### config.mk
export PLATFORM = sky130hd
export DESIGN_NAME = mem_array
export DESIGN_NICKNAME = d
export VERILOG_FILES = /design/src/rtl/mem_array_pkg.sv /design/src/rtl/mem_array_ctrl.sv /design/src/rtl/mem_array.sv
export SDC_FILE = /design/constraint.sdc
export NUM_CORES = 1
export LEC_CHECK = 0
export CAP_MARGIN = 20
export CELL_PAD_IN_SITES_DETAIL_PLACEMENT = 0
export CELL_PAD_IN_SITES_GLOBAL_PLACEMENT = 1
export CORE_UTILIZATION = 30
export DETAILED_ROUTE_END_ITERATION = 10
export PLACE_DENSITY = 0.52
export SLEW_MARGIN = 20
export SYNTH_ARGS = -nofsm -noshare
export SYNTH_HDL_FRONTEND = slang
export SYNTH_SLANG_ARGS = --single-unit
### constraint.sdc
create_clock -name clk -period 1.9 [get_ports clk]
set_input_delay 0.19 -clock clk [delete_from_list [all_inputs] [get_ports clk]]
set_output_delay 0.19 -clock clk [all_outputs]
set_load 0.1 [all_outputs]
### src/rtl/mem_array_pkg.sv
// Shared types and default sizing for the mem_array word store and its controller.
package mem_array_pkg;

  typedef enum logic {
    CLEAR = 1'b0,
    IDLE  = 1'b1
  } state_t;

  localparam int DEF_WIDTH = 8;
  localparam int DEF_DEPTH = 8;

endpackage

### src/rtl/mem_array_ctrl.sv
// Clear-sweep controller for mem_array: owns the CLEAR/IDLE FSM, the sweep
// address counter and the registered rdy/cdone outputs.
module mem_array_ctrl
  import mem_array_pkg::*;
#(
  parameter  int DEPTH = DEF_DEPTH,
  localparam int AW    = $clog2(DEPTH)
) (
  input  logic          clk,
  input  logic          rst_n,
  input  logic          clr,
  output logic          rdy,
  output logic          cdone,
  output logic          sweep,
  output logic [AW-1:0] sweep_addr
);

  localparam logic [AW-1:0] LAST = AW'(DEPTH - 1);

  state_t state;

  always_ff @(posedge clk or negedge rst_n) begin
    if (!rst_n) begin
      state      <= CLEAR;
      sweep_addr <= '0;
      rdy        <= 1'b0;
      cdone      <= 1'b0;
    end else begin
      cdone <= 1'b0;
      case (state)
        CLEAR: begin
          // clr is deliberately not looked at here: a running sweep is never restarted
          if (sweep_addr == LAST) begin
            state      <= IDLE;
            sweep_addr <= '0;
            rdy        <= 1'b1;
            cdone      <= 1'b1;
          end else begin
            sweep_addr <= sweep_addr + AW'(1);
          end
        end
        IDLE: begin
          if (clr) begin
            state      <= CLEAR;
            sweep_addr <= '0;
            rdy        <= 1'b0;
          end
        end
        default: state <= CLEAR;
      endcase
    end
  end

  assign sweep = (state == CLEAR);

endmodule

### src/rtl/mem_array.sv
// Single-port word store with a one-word-per-cycle clear sweep and gated read data.
// Define MEM_ARRAY_OUTREG_EN to add an output register stage (read latency 2).
module mem_array
  import mem_array_pkg::*;
#(
  parameter  int WIDTH = DEF_WIDTH,
  parameter  int DEPTH = DEF_DEPTH,
  localparam int AW    = $clog2(DEPTH)
) (
  input  logic             clk,
  input  logic             rst_n,
  input  logic             sel,
  input  logic             rw,
  input  logic [AW-1:0]    addr,
  input  logic [WIDTH-1:0] inp,
  input  logic             clr,
  output logic             rdy,
  output logic [WIDTH-1:0] outp,
  output logic             outv,
  output logic             cdone
);

  localparam logic [AW:0] DEPTH_V = (AW + 1)'(DEPTH);

  logic             sweep;
  logic [AW-1:0]    sweep_addr;
  logic             in_range;
  logic             acc;
  logic [WIDTH-1:0] mem [DEPTH];

  mem_array_ctrl #(.DEPTH(DEPTH)) u_ctrl (
    .clk        (clk),
    .rst_n      (rst_n),
    .clr        (clr),
    .rdy        (rdy),
    .cdone      (cdone),
    .sweep      (sweep),
    .sweep_addr (sweep_addr)
  );

  // Non-power-of-two depths leave unused address codes; those act as a zero word.
  assign in_range = ({1'b0, addr} < DEPTH_V);
  assign acc      = sel & rdy & ~clr;

  always_ff @(posedge clk) begin
    if (sweep) begin
      mem[sweep_addr] <= '0;
    end else if (acc && rw && in_range) begin
      mem[addr] <= inp;
    end
  end

  // Stage p0: word captured at acceptance
  logic             vld_p0;
  logic [WIDTH-1:0] data_p0;

  always_ff @(posedge clk or negedge rst_n) begin
    if (!rst_n) vld_p0 <= 1'b0;
    else        vld_p0 <= acc & ~rw;
  end

  always_ff @(posedge clk) begin
    if (acc && !rw) data_p0 <= in_range ? mem[addr] : '0;
  end

`ifdef MEM_ARRAY_OUTREG_EN
  // Stage p1: optional output register
  logic             vld_p1;
  logic [WIDTH-1:0] data_p1;

  always_ff @(posedge clk or negedge rst_n) begin
    if (!rst_n) vld_p1 <= 1'b0;
    else        vld_p1 <= vld_p0;
  end

  always_ff @(posedge clk) begin
    data_p1 <= data_p0;
  end

  assign outv = vld_p1;
  assign outp = vld_p1 ? data_p1 : '0;
`else
  assign outv = vld_p0;
  assign outp = vld_p0 ? data_p0 : '0;
`endif

endmodule

==> out/qor.csv <==
metric;value;unit
RSZ-0062 raised after global routing;false;
flip-flop and latch area;2340;um2
largest net degree at the start of global routing;22;
Power Total;5.29;mW
post-synth top area share;0.671;
DRT Wirelength;6910;um
Post-Syn Instances;164;
Reg2Reg Depth;4;
crit path max-delay cell type;dfrtp_1;
Critical Path Max Stage Delay;0.50;ns
multi-input logic area;920;um2
initial DRC count;66;
CP Class;reg2reg;
hold buffers post-CTS;0;
arrival time at the worst endpoint;1.81;ns
Starting Density;0.311;
Req. time, crit path;1.98;ns
number of global-route vias before repair;1923;
Crit. End Element;register;
max-slew violations;0;
Leak;1.50;nW
IO buf count;26;
Vias/cell;4.78;
clock root buffer;clkbuf_8;
most common cell in the netlist;edfxtp_1;
fill count;943;
synth warn;0;
relative slew slack;0.709;
H-tree Lvls;3;
period utilization;0.914;
min setup slack post-route;0.162;ns
R2R Setup Slk;0.16;ns
Hold Violations, Final;0;
Post-Syn Area;3220;um2
Avg Cell Area, Syn;19.7;um2
die area;11200;um2
number of enable flip-flop cells after synthesis;72;
TNS Setup;0;ns
Slew @ Worst Pin;0.437;ns
# DRC;0;
Reg clk slew, reported paths;0.09;ns
post-DP HPWL;4910;um
fmax;0.576;GHz
total CTS buffers;9;
WL/cell;19.1;um
Post-synth ARST share;0.0886;
worst path cell trace;buf_4 > nand2b_1 > o22ai_1 > buf_4;
top_reg_cell synth;edfxtp_1;
Clock Skew;0.0109;ns
Syn-to-layout area delta;29.6;%
Placeable Area;10400;um2
post-CTS setup buffers;0;
worst min path class;in2async;
die width;106;um
Final Setup Violations;0;
CTS tree;done;
reg2reg end;mem[7][2]$_DFFE_PP_;
syn nets;182;
post-synthesis sequential area ratio;0.725;
gr usage total;0.139;
DRT Pass-1 Iters;5;
cell mode on critical path;buf_4;
final net count;238;
diode count;0;
final worst path period need;1.74;ns
Final Wtd Congestion;0.851;
post-synth cell types;28;
cell taking the most area after synthesis;edfxtp_1;
post-CTS sizing;0;
I/O pins;27;
CTS Sinks;79;
status;finished clean;
worst r2r src;u_ctrl.state$_DFF_PN0_;
max_cap viols;0;
Final ANT Viol Nets;0;
Core Rows;37;
share of layout cells above drive strength 1;0.400;
final core utilization;0.403;
first-pass GRT wire length;10700;um
Worst-Skew Late Latency;0.37;ns
Die H;106;um
antenna violations before repair;0;
crit path launch;u_ctrl.state$_DFF_PN0_;
Peak VDD IR;0.667;mV
critical path peak fanout;11;
Vias;1727;
cell depth of the worst setup path;4;
CP Launch Type;register;
CP Capture Point;mem[7][2]$_DFFE_PP_;
Buf/Inv on CP;2;
largest cells by area after synthesis;edfxtp_1 (67%), mux4_1 (6.5%), mux4_2 (5.6%), dfrtp_1 (5.4%), mux2_2 (2.8%);
clock tree buffer depth;2;
Power Density;1270;nW/um2
Setup WS pre-CTS;-0.124;ns
Hold Slack;0.0819;ns
GRT overflow;0;
Yosys reg bits;79;
CP delay by family, top;flip-flops;
worst min path at each step:
stage	slack, ns	cells after the start	end
3_3_place_gp	0.46	1	u_ctrl.rdy$_DFFE_PN0P_
4_1_cts	0.08	1	u_ctrl.rdy$_DFFE_PN0P_
6_report	0.08	1	u_ctrl.rdy$_DFFE_PN0P_
5_1_grt	0.10	1	u_ctrl.sweep_addr[2]$_DFFE_PN0P_
2_1_floorplan	-0.11	0	outv$_DFF_PN0_
3_5_place_dp	0.48	1	u_ctrl.rdy$_DFFE_PN0P_
routing by layer:
metal  share of wire  track usage  vias to the layer above
met5               0            0                        -
met4           0.029       0.0893                        0
met3           0.040       0.0297                       17
met2            0.54        0.249                       41
met1            0.39        0.148                      876
li1                -            -                      793
through the flow:
stage                     instance area (um2)  cells
final                                    4180    361
after global routing                     4180    361
after CTS                                4180    361
after detailed placement                 3990    345
after global placement                   3990    345
after floorplan                          3310    164
logic make-up after synthesis:
logic type	Yosys count	synth area share
DFF	79	0.725
adders and majority gates	2	0.00776
muxes	24	0.149
buffers and inverters	9	0.0140
and+or+nand+nor	38	0.0741
AOI/OAI and AO/OA	12	0.0303
layout make-up:
cell class | instances | share of cell area
multi-input combinational | 76 | 0.220
inverter | 2 | 0.00180
clock buffer | 9 | 0.0296
tap | 136 | 0.0407
sequential | 79 | 0.560
timing repair buffer | 52 | 0.132
clock inverter | 7 | 0.0156
placed cells by master, fill, tap and decap left out, drive strengths merged:
| master | synthesis | layout |
|---|---|---|
| nor3 | 1 | 1 |
| or4b | 1 | 1 |
| dfrtp | 7 | 7 |
| nor2b | 2 | 2 |
| or2 | 4 | 4 |
| clkbuf | 5 | 9 |
| clkinv | 0 | 3 |
| and2 | 8 | 8 |
| o22ai | 2 | 2 |
| nand4b | 1 | 1 |
| nor2 | 1 | 1 |
| buf | 2 | 37 |
| and3 | 8 | 8 |
| clkdlybuf4s50 | 0 | 15 |
| edfxtp | 72 | 72 |
| mux4 | 16 | 16 |
| inv | 2 | 5 |
| nand4 | 1 | 1 |
| clkinvlp | 0 | 1 |
| nand2b | 6 | 6 |
| a22o | 2 | 2 |
| and4b | 1 | 1 |
| a21o | 1 | 1 |
| nand2 | 3 | 3 |
| o31ai | 1 | 1 |
| ha | 2 | 2 |
| o32ai | 6 | 6 |
| mux2 | 8 | 8 |
| nor4b | 1 | 1 |
flip-flops by register name (all words and copies together), names as in the netlist:
register / flops
u_ctrl.cdone: 1
mem: 64
u_ctrl.state: 1
u_ctrl.rdy: 1
outv: 1
u_ctrl.sweep_addr: 3
data_p0: 8
power breakdown:
part	switching [mW]	internal, mW	total (mW)
clock network	0.669	0.502	1.17
registers	0.180	2.41	2.59
logic	0.851	0.676	1.53
total	1.70	3.59	5.29
No activity file was read; power rests on OpenSTA's default activity.
